$ cat config.mk
export PLATFORM = sky130hd
export DESIGN_NAME = ones_comp_serial_alu_flat
export DESIGN_NICKNAME = d
export VERILOG_FILES = /design/src/rtl/ones_comp_pkg.sv /design/src/rtl/ones_comp_serial_alu_if.sv /design/src/rtl/oc_digit_adder.sv /design/src/rtl/oc_full_adder.sv /design/src/rtl/ones_comp_serial_alu.sv /design/src/flat_wrapper.sv
export SDC_FILE = /design/constraint.sdc
export NUM_CORES = 1
export LEC_CHECK = 0
export ABC_AREA = 1
export CAP_MARGIN = 30
export CELL_PAD_IN_SITES_DETAIL_PLACEMENT = 1
export CELL_PAD_IN_SITES_GLOBAL_PLACEMENT = 1
export CORE_ASPECT_RATIO = 1.25
export CORE_UTILIZATION = 35
export DETAILED_ROUTE_END_ITERATION = 6
export PLACE_DENSITY_LB_ADDON = 0.1
export SYNTH_ARGS = -nofsm -noshare
export SYNTH_HDL_FRONTEND = slang
export SYNTH_SLANG_ARGS = --single-unit
$ cat constraint.sdc
create_clock -name clk -period 5.1 [get_ports clk]
set_clock_uncertainty 0.1 [all_clocks]
set_input_delay 1.02 -clock clk [delete_from_list [all_inputs] [get_ports clk]]
set_output_delay 1.02 -clock clk [all_outputs]
set_load 0.01 [all_outputs]
$ cat src/rtl/ones_comp_pkg.sv
// Shared types and elaboration helpers for the serial ones'-complement ALU.
// State codes stay plain 2-bit constants so older blocks can compare them directly.
package ones_comp_pkg;

  typedef logic [1:0] state_t;

  localparam state_t IDLE = 2'd0;
  localparam state_t ADD  = 2'd1;
  localparam state_t WRAP = 2'd2;
  localparam state_t DONE = 2'd3;

  // Digit cycles per pass.
  function automatic int unsigned num_digits(input int unsigned width,
                                             input int unsigned digit);
    return width / digit;
  endfunction

  function automatic bit width_ok(input int unsigned width, input int unsigned digit);
    return (digit != 0) && (width != 0) && ((width % digit) == 0);
  endfunction

endpackage

$ cat src/rtl/ones_comp_serial_alu_if.sv
// Operand/result handshake bundle between the switch front-end and the ALU.
// master drives operands and accepts results; slave is the ALU side.
interface ones_comp_serial_alu_if #(
  parameter int unsigned WIDTH = 8
);
  logic             in_valid;
  logic             in_ready;
  logic [WIDTH-1:0] a;
  logic [WIDTH-1:0] b;
  logic             sub;
  logic             out_valid;
  logic             out_ready;
  logic [WIDTH-1:0] result;
  logic             ovf;
  logic             neg_zero;
  logic             busy;

  modport master (
    output in_valid, a, b, sub, out_ready,
    input  in_ready, out_valid, result, ovf, neg_zero, busy
  );

  modport slave (
    input  in_valid, a, b, sub, out_ready,
    output in_ready, out_valid, result, ovf, neg_zero, busy
  );

endinterface

$ cat src/rtl/oc_digit_adder.sv
// DIGIT-bit ripple adder built from full adder cells; shared across all digits
// of an operation by the serial ALU.
module oc_digit_adder #(
  parameter int unsigned DIGIT = 4
) (
  input  logic [DIGIT-1:0] x,
  input  logic [DIGIT-1:0] y,
  input  logic             cin,
  output logic [DIGIT-1:0] sum,
  output logic             cout
);

  logic [DIGIT:0] c;

  assign c[0] = cin;

  for (genvar i = 0; i < DIGIT; i++) begin : g_bit
    oc_full_adder u_fa (
      .x  (x[i]),
      .y  (y[i]),
      .ci (c[i]),
      .s  (sum[i]),
      .co (c[i+1])
    );
  end

  assign cout = c[DIGIT];

endmodule

$ cat src/rtl/oc_full_adder.sv
// Single-bit full adder cell.
module oc_full_adder (
  input  logic x,
  input  logic y,
  input  logic ci,
  output logic s,
  output logic co
);

  assign s  = x ^ y ^ ci;
  assign co = (x & y) | (ci & (x ^ y));

endmodule

$ cat src/rtl/ones_comp_serial_alu.sv
// Digit-serial ones'-complement add/subtract: one ADD pass over all digits, then an
// optional WRAP pass that folds the end-around carry back in.
module ones_comp_serial_alu
  import ones_comp_pkg::*;
#(
  parameter int unsigned WIDTH          = 8,
  parameter int unsigned DIGIT          = 4,
  parameter int unsigned NORMALIZE_ZERO = 0
) (
  input logic                   clk,
  input logic                   reset,
  ones_comp_serial_alu_if.slave bus
);

  localparam int unsigned N     = num_digits(WIDTH, DIGIT);
  localparam int unsigned IDX_W = (N > 1) ? $clog2(N) : 1;
  localparam logic [IDX_W-1:0] LAST = IDX_W'(N - 1);

  if (!width_ok(WIDTH, DIGIT)) begin : g_bad_width
    $error("ones_comp_serial_alu: WIDTH must be a non-zero multiple of DIGIT");
  end

  state_t           state_q, state_d;
  logic [WIDTH-1:0] a_q, a_d;
  logic [WIDTH-1:0] b_q, b_d;
  logic [WIDTH-1:0] sum_q, sum_d;
  logic             carry_q, carry_d;
  logic [IDX_W-1:0] idx_q, idx_d;
  logic [WIDTH-1:0] result_q, result_d;
  logic             ovf_q, ovf_d;
  logic             neg_zero_q, neg_zero_d;

  logic [DIGIT-1:0] dig_x, dig_y, dig_s;
  logic             dig_co;
  logic             finish;

  // WRAP re-adds the partial sum with a zero operand; the end-around 1 enters as cin.
  always_comb begin
    dig_x = '0;
    dig_y = '0;
    if (state_q == WRAP) begin
      dig_x = sum_q[idx_q*DIGIT +: DIGIT];
    end else begin
      dig_x = a_q[idx_q*DIGIT +: DIGIT];
      dig_y = b_q[idx_q*DIGIT +: DIGIT];
    end
  end

  oc_digit_adder #(
    .DIGIT (DIGIT)
  ) u_digit_adder (
    .x    (dig_x),
    .y    (dig_y),
    .cin  (carry_q),
    .sum  (dig_s),
    .cout (dig_co)
  );

  always_comb begin
    state_d    = state_q;
    a_d        = a_q;
    b_d        = b_q;
    sum_d      = sum_q;
    carry_d    = carry_q;
    idx_d      = idx_q;
    result_d   = result_q;
    ovf_d      = ovf_q;
    neg_zero_d = neg_zero_q;
    finish     = 1'b0;

    case (state_q)
      IDLE: begin
        if (bus.in_valid) begin
          a_d     = bus.a;
          b_d     = bus.sub ? ~bus.b : bus.b;
          sum_d   = '0;
          carry_d = 1'b0;
          idx_d   = '0;
          state_d = ADD;
        end
      end
      ADD: begin
        sum_d[idx_q*DIGIT +: DIGIT] = dig_s;
        carry_d = dig_co;
        idx_d   = idx_q + 1'b1;
        if (idx_q == LAST) begin
          idx_d = '0;
          if (dig_co) begin
            carry_d = 1'b1;
            state_d = WRAP;
          end else begin
            finish  = 1'b1;
            state_d = DONE;
          end
        end
      end
      WRAP: begin
        sum_d[idx_q*DIGIT +: DIGIT] = dig_s;
        carry_d = dig_co;
        idx_d   = idx_q + 1'b1;
        // Fixed-length pass; the final carry out is always 0 and is dropped.
        if (idx_q == LAST) begin
          idx_d   = '0;
          carry_d = 1'b0;
          finish  = 1'b1;
          state_d = DONE;
        end
      end
      DONE: begin
        if (bus.out_ready) begin
          state_d = IDLE;
        end
      end
      default: state_d = IDLE;
    endcase

    if (finish) begin
      neg_zero_d = &sum_d;
      ovf_d      = (a_q[WIDTH-1] == b_q[WIDTH-1]) && (sum_d[WIDTH-1] != a_q[WIDTH-1]);
      result_d   = ((NORMALIZE_ZERO != 0) && (&sum_d)) ? '0 : sum_d;
    end
  end

  always_ff @(posedge clk) begin
    if (reset) begin
      state_q    <= IDLE;
      a_q        <= '0;
      b_q        <= '0;
      sum_q      <= '0;
      carry_q    <= 1'b0;
      idx_q      <= '0;
      result_q   <= '0;
      ovf_q      <= 1'b0;
      neg_zero_q <= 1'b0;
    end else begin
      state_q    <= state_d;
      a_q        <= a_d;
      b_q        <= b_d;
      sum_q      <= sum_d;
      carry_q    <= carry_d;
      idx_q      <= idx_d;
      result_q   <= result_d;
      ovf_q      <= ovf_d;
      neg_zero_q <= neg_zero_d;
    end
  end

  assign bus.in_ready  = (state_q == IDLE);
  assign bus.out_valid = (state_q == DONE);
  assign bus.busy      = (state_q == ADD) || (state_q == WRAP);
  assign bus.result    = result_q;
  assign bus.ovf       = ovf_q;
  assign bus.neg_zero  = neg_zero_q;

endmodule

$ cat src/flat_wrapper.sv
// flat-port wrapper written by rule: the top's interface ports become plain ports
module ones_comp_serial_alu_flat import ones_comp_pkg::*;
#(
  parameter int unsigned WIDTH          = 8,
  parameter int unsigned DIGIT          = 4,
  parameter int unsigned NORMALIZE_ZERO = 0
)
  (clk, reset, bus_in_valid, bus_a, bus_b, bus_sub, bus_out_ready, bus_in_ready, bus_out_valid, bus_result, bus_ovf, bus_neg_zero, bus_busy);
  ones_comp_serial_alu_if #(.WIDTH(WIDTH)) bus_i ();
  input logic clk;
  input logic reset;
  input wire logic [$bits(bus_i.in_valid)-1:0] bus_in_valid;
  input wire logic [$bits(bus_i.a)-1:0] bus_a;
  input wire logic [$bits(bus_i.b)-1:0] bus_b;
  input wire logic [$bits(bus_i.sub)-1:0] bus_sub;
  input wire logic [$bits(bus_i.out_ready)-1:0] bus_out_ready;
  output wire logic [$bits(bus_i.in_ready)-1:0] bus_in_ready;
  output wire logic [$bits(bus_i.out_valid)-1:0] bus_out_valid;
  output wire logic [$bits(bus_i.result)-1:0] bus_result;
  output wire logic [$bits(bus_i.ovf)-1:0] bus_ovf;
  output wire logic [$bits(bus_i.neg_zero)-1:0] bus_neg_zero;
  output wire logic [$bits(bus_i.busy)-1:0] bus_busy;
  assign bus_i.in_valid = bus_in_valid;
  assign bus_i.a = bus_a;
  assign bus_i.b = bus_b;
  assign bus_i.sub = bus_sub;
  assign bus_i.out_ready = bus_out_ready;
  assign bus_in_ready = bus_i.in_ready;
  assign bus_out_valid = bus_i.out_valid;
  assign bus_result = bus_i.result;
  assign bus_ovf = bus_i.ovf;
  assign bus_neg_zero = bus_i.neg_zero;
  assign bus_busy = bus_i.busy;
  ones_comp_serial_alu #(.WIDTH(WIDTH), .DIGIT(DIGIT), .NORMALIZE_ZERO(NORMALIZE_ZERO)) u_core (.clk(clk), .reset(reset), .bus(bus_i));
endmodule
### Word-level counts from Yosys, hierarchy flattened

Cells that the tools add are included.

* flip-flop bits (word level): 38
* output and inout port bits: 13

* $add $sub $neg: 2
* equal/unequal tests: 9
* shift operators: 5
* muxes and demuxes: 23
* bitwise operators: 21
* reduce and logical (&&, ||, !) cells: 11

Operator list (count)
* $neg A3 Y34: 1
* $shift A4 B34 Y8 const A: 1
* $shiftx A4 B34 Y8: 1
* $shiftx A8 B4 Y4: 3
* $mux W8: 2
* $pmux W8 S2: 1
* $mux W1: 9
* $and A1 B1 Y1: 8
* $bwmux W8: 1
* $mux W2: 4
* $mux W4: 2
* $not A8 Y8: 1
* $pmux W2 S4: 1
* $reduce_and A8 Y1: 1
* $xor A1 B1 Y1: 8
* $reduce_and A2 Y1: 3
* $eq A2 B2 Y1 const B: 2
* $ne A2 B1 Y1 const B: 2
* $ne A2 B2 Y1 const B: 2
* $or A1 B1 Y1: 4
* $pmux W1 S2: 2
* $reduce_and A4 Y1: 1
* $pmux W1 S3: 1
* $reduce_bool A3 Y1: 1
* other kinds (9): 9

### Depth between registers and ports, before layout

* depth after elaboration: 15
* depth in mapped cells: 18
* gate-level depth less buffers: 18

### Cells and area by module

Synthesis repeated with hierarchy kept, for this count alone.

* cells, all modules: 278
* area, all modules: 1974.4 um^2

Modules (own cells, without submodules)
* ones_comp_serial_alu: times used 1, cells an instance 274, area an instance 1894.3 um^2, sequential area each 760.7 um^2
* oc_full_adder: times used 4, cells an instance 1, area an instance 20.0 um^2, sequential area each 0.0 um^2

### Worst setup path before layout

Ideal clock, no wire load.

* kind: reg-to-reg
* start point: reg u_core.state_q[0]
* end point: reg u_core.ovf_q (netlist: u_core.bus.ovf)
* library setup time: 0.113 ns
* arrival time: 3.173 ns
* required time: 4.887 ns
* slack: 1.714 ns
* cell stages (with the launch flop): 19
* buffers on the path: 2
* clock period less this slack: 3.386 ns
* path through: dfxtp_1 > inv_1 > ha_1 > inv_2 > clkbuf_1 > a21oi_1 > a21oi_1 > fa_1 > inv_1 > fa_1 > fa_1 > fa_1 > nand2_1 > nand2_1 > nand3_2 > buf_2 > a21oi_1 > o21ai_1 > inv_1

* word-level cells in the longest chain between the ends: 15
* elaborated cells on any way between the ends: 34
* those cells by class: eq/ne (3); shift (1); mux (7); bitwise (20); reduce/logical (3)

RTL lines
* start, declared: line ones_comp_serial_alu.sv:23 `state_t state_q, state_d;`
* start signal, assigned: line ones_comp_serial_alu.sv:136 `state_q <= state_d;`
* $eq A2 B2 Y1: line ones_comp_serial_alu.sv:41, ones_comp_serial_alu.sv:71
* $mux W4: line ones_comp_serial_alu.sv:41 `if (state_q == WRAP) begin`
* $xor A1 B1 Y1: line oc_full_adder.sv:10, oc_full_adder.sv:11
* $and A1 B1 Y1: line oc_full_adder.sv:11 `assign co = (x & y) | (ci & (x ^ y));`
* $or A1 B1 Y1: line oc_full_adder.sv:11
* $and A1 B1 Y1: line oc_full_adder.sv:11
* $or A1 B1 Y1: line oc_full_adder.sv:11
* $and A1 B1 Y1: line oc_full_adder.sv:11
* $or A1 B1 Y1: line oc_full_adder.sv:11
* $xor A1 B1 Y1: line oc_full_adder.sv:10 `assign s = x ^ y ^ ci;`
* $shiftx A4 B34 Y8: line ones_comp_serial_alu.sv:83, ones_comp_serial_alu.sv:98
* $bwmux W8: line ones_comp_serial_alu.sv:83, ones_comp_serial_alu.sv:98
* $pmux W8 S2: line ones_comp_serial_alu.sv:71 `case (state_q)`
* $ne A1 B1 Y1: line ones_comp_serial_alu.sv:119 `ovf_d = (a_q[WIDTH-1] == b_q[WIDTH-1]) && (sum_d[WIDTH-1] != a_q[WIDTH-1]);`
* $logic_and A1 B1 Y1: line ones_comp_serial_alu.sv:119
* end signal, assigned: line ones_comp_serial_alu.sv:143 `ovf_q <= ovf_d;`
* end, declared: line ones_comp_serial_alu.sv:30 `logic ovf_q, ovf_d;`

Parallel ways exist; a longest one is shown, timed or not.
A chain may end at the register's enable or synchronous reset.

### Worst setup path in the final report

* start point: reg u_core.state_q[0]
* end point: reg u_core.result_q[0] (netlist: u_core.bus.result[0])

* word-level cells in the longest chain between the ends: 14
* elaborated cells on any way between the ends: 32
* those cells by class: eq/ne (2); shift (1); mux (7); bitwise (20); reduce/logical (2)

RTL lines
* branches (longest 14 deep; another with $shiftx A4 B34 Y8)
* end signal, assigned: line ones_comp_serial_alu.sv:142 `result_q <= result_d;`
* end, declared: line ones_comp_serial_alu.sv:29 `logic [WIDTH-1:0] result_q, result_d;`

Several ways; the timed one is not identified.

==> summary.md <==
| Metric | Value |
|---|---|
| RSZ-0062 raised after global routing | no |
| Slew HR | 57.0% |
| Final slew viol count | 0 |
| Tmin final | approximately 3800 ps |
| Run status | complete, no violations |
| Total GRT Usage | roughly 17% |
| HP Class | flop to flop |
| Largest net degree at the start of global routing | 25 |
| Vias per inst | around 4.8 |
| Max cap viols | 0 |
| RR Startpoint | u_core.state_q[0] |
| CP max FO | 19 |
| Met3 WL | between 100 and 150 µm |
| Final ANT Viol Nets | 0 |
| CP Launch Point | u_core.state_q[0] |
| Power consumption | about 1.2 mW |
| Via count | 1,795 |
| Worst R2R Setup Slack | 1260 ps |
| Cell count of the worst reg-to-reg path | 17 |
| Core ar. | between 5000 and 6000 µm² |
| Register area share after synthesis | between 30% and 40% |
| Hold endpoint | u_core.bus.neg_zero |
| PwrDens | approximately 500 nW/µm² |
| Post-CTS Resized | 0 |
| Clk root buf | clkbuf_8 |
| Area delta synth->final | 21.4% |
| Share of layout cells above drive strength 1 | between 5 and 6% |
| Die H | between 80 and 90 µm |
| Most frequent cell after synthesis | nand2_1 |
| Fmax | about 260 MHz |
| TritonCTS Buffers | 5 |
| N_diodes | 0 |
| Synth Cell Area | approximately 2000 µm² |
| HPWL after DPL | approximately 3600 µm |
| IO Port Bufs | 33 |
| # hold bufs at CTS | 0 |
| FILL cells | slightly above 700 |
| Total die area | 5940 µm² |
| Synth Area per Inst | around 7.0 µm² |
| Ports | 34 |
| CTS tree | yes |
| First-pass GRT wire length | about 8200 µm |
| Switching power | approximately 530 µW |
| Area leader, netlist | dfxtp_1 |
| Crit Reg-Reg Endpoint | u_core.bus.result[0] |
| Async SR Flop Fraction | 0% |
| Leakage power | a little under 1 nW |
| Part of the total power dissipated in the clock network | 16.4% |
| Post-synth cell types | 24 |
| Nets@finish | 338 |
| Post-route cell area | about 2400 µm² |
| Placed cell area | roughly 2300 µm² |
| Int Power | 680 µW |
| Actual slew at the worst max-slew pin | 645 ps |
| Initial Utilization | a little over a third |
| Final design utilization | a little over two fifths |
| Vias in the first global route | 1,745 |
| Die width | ~69 µm |
| Overflow after GRT | 0 |
| Clock sink count | 38 |
| Final setup TNS | 0 ps |
| Worst path required time | between 5000 and 6000 ps |
| Critical Path AT | approximately 3900 ps |
| RePlAce Congestion | roughly 0.81 |
| Critical Path End Type | flop |
| Met2 wire length | roughly 2300 µm |
| Synthesized Nets | 310 |
| Clock Latency Late Sink | roughly 290 ps |
| Ys Warns | 0 |
| CTS max path bufs | 2 |
| Sw frac | ~44% |
| Final hold vios | 0 |
| Max Used Layer | met4 |
| Worst hold stages | 2 |
| Setup-failing EPs final | 0 |
| Detailed router's first-iteration violation count | between 40 and 50 |
| M1 wire length | around 2300 µm |
| H-tree depth | 2 |
| Cell count after synthesis | 281 |
| Post-CTS setup buffers | 0 |
| Antenna violations before repair | 0 |
| Critical path type | flop to flop |
| Sequential fraction of design power | 32.8% |
| Post-synth EDFFs | 0 |
| Startpoint Class | flop |
| DRC | 0 |
| Period utilization | between 70% and 80% |
| Clock slew at reported path FFs | roughly 80 ps |
| Ranking of synthesized cells by area | dfxtp_1 39%, nand2_1 11%, o21ai_0 8.1%, a21oi_1 6.6%, inv_1 6.3% |
| Combinational fraction of design power | approximately half |
| Top cells by count, synth | 57 x nand2_1, 38 x dfxtp_1, 33 x inv_1, 33 x nor2_1, 32 x o21ai_0 |
| Most used DFF post-synth | dfxtp_1 |
| Pre-antenna DRT Iters | 4 |
| Rows | 30 |
| Post-synth top area share | 38.6% |
| Min-delay src | u_core.bus.neg_zero |
| WL final | 4730 µm |
| Worst IR Drop VDD | about 160 µV |
| Seq cells post-synth | 38 |
| DR WL/cell | about 13 µm |
## worst max-delay path by stage
stage	slack (ps)	endpoint	cells after the start
after floorplan	1710	u_core.bus.ovf	18
final	1260	u_core.bus.result[0]	17
after CTS	1230	u_core.bus.result[0]	17
after global placement	1400	u_core.bus.result[0]	17
after detailed placement	1250	u_core.bus.result[0]	17
after global routing	950	u_core.bus.result[6]	18
## kinds of logic after synthesis
group	after synthesis	share of synthesized area, %
DFF	38	38.6
buffers and inverters	50	10.7
xor gates and xnor gates	8	3.55
AOI/OAI and AO/OA	69	17.9
adders and majority gates	8	6.60
and+or+nand+nor	108	22.7
## power by group through the flow
stage	Sequential, mW	Combinational [mW]	Clock, mW
after floorplan	0.394	0.471	0
after global placement	0.402	0.613	0
after detailed placement	0.403	0.625	0
after CTS	0.397	0.628	0.205
after global routing	0.405	0.712	0.219
final	0.396	0.611	0.198
## registers in the layout, summed over array words and instances, names as in the netlist
name and flops:
u_core.a_q 8, u_core.b_q 8, u_core.carry_q 1, u_core.bus.result 8, u_core.sum_q 8, u_core.state_q 2, u_core.bus.neg_zero 1, u_core.bus.ovf 1
u_core.idx_q 1
## worst max-delay path: stages (launching register included)
cell     delay, ps
dfxtp_1        340
inv_1          110
ha_1           410
inv_2          180
o21ai_0        200
a21oi_1         60
a21oi_1        160
fa_1           190
inv_1           50
fa_1           370
fa_1           390
fa_1           410
nand2_1        110
nand2_1         70
nand3_2        270
a21oi_1        100
a21oi_1        130
nor2_1          50
## final cells by class
class	instances	area, µm²	share of cell area (%)
timing repair buffer	34	338	14.1
tap	64	80.1	3.34
inverter	37	139	5.80
multi-input combinational	193	1000	41.8
clock buffer	7	76.3	3.19
sequential	38	761	31.8
## placed cells by master (no fill, tap or decap), types with 4 or more instances in the layout
cell type / n
xnor2_1: 8
fa_1: 4
clkbuf_8: 5
o21ai_0: 32
nand2_1: 57
dfxtp_1: 38
nor2_1: 33
ha_1: 4
o21ai_1: 8
clkdlybuf4s50_1: 33
inv_2: 4
inv_1: 33
nand3_1: 10
a21oi_1: 26
## routing by layer
| layer | vias to the layer above | GRT usage (%) |
|---|---|---|
| met5 | - | 0 |
| met4 | 0 | 6.12 |
| met3 | 6 | 3.17 |
| met2 | 29 | 30.8 |
| met1 | 820 | 20.2 |
| li1 | 940 | - |
## stage by stage
step	std cells	hold WS (ps)	setup slack (ps)
after global routing	373	385	955
after CTS	373	373	1230
final	373	371	1260
after floorplan	281	350	1710
after detailed placement	366	363	1250
after global placement	366	366	1400
No activity file was read; power rests on OpenSTA's default activity.
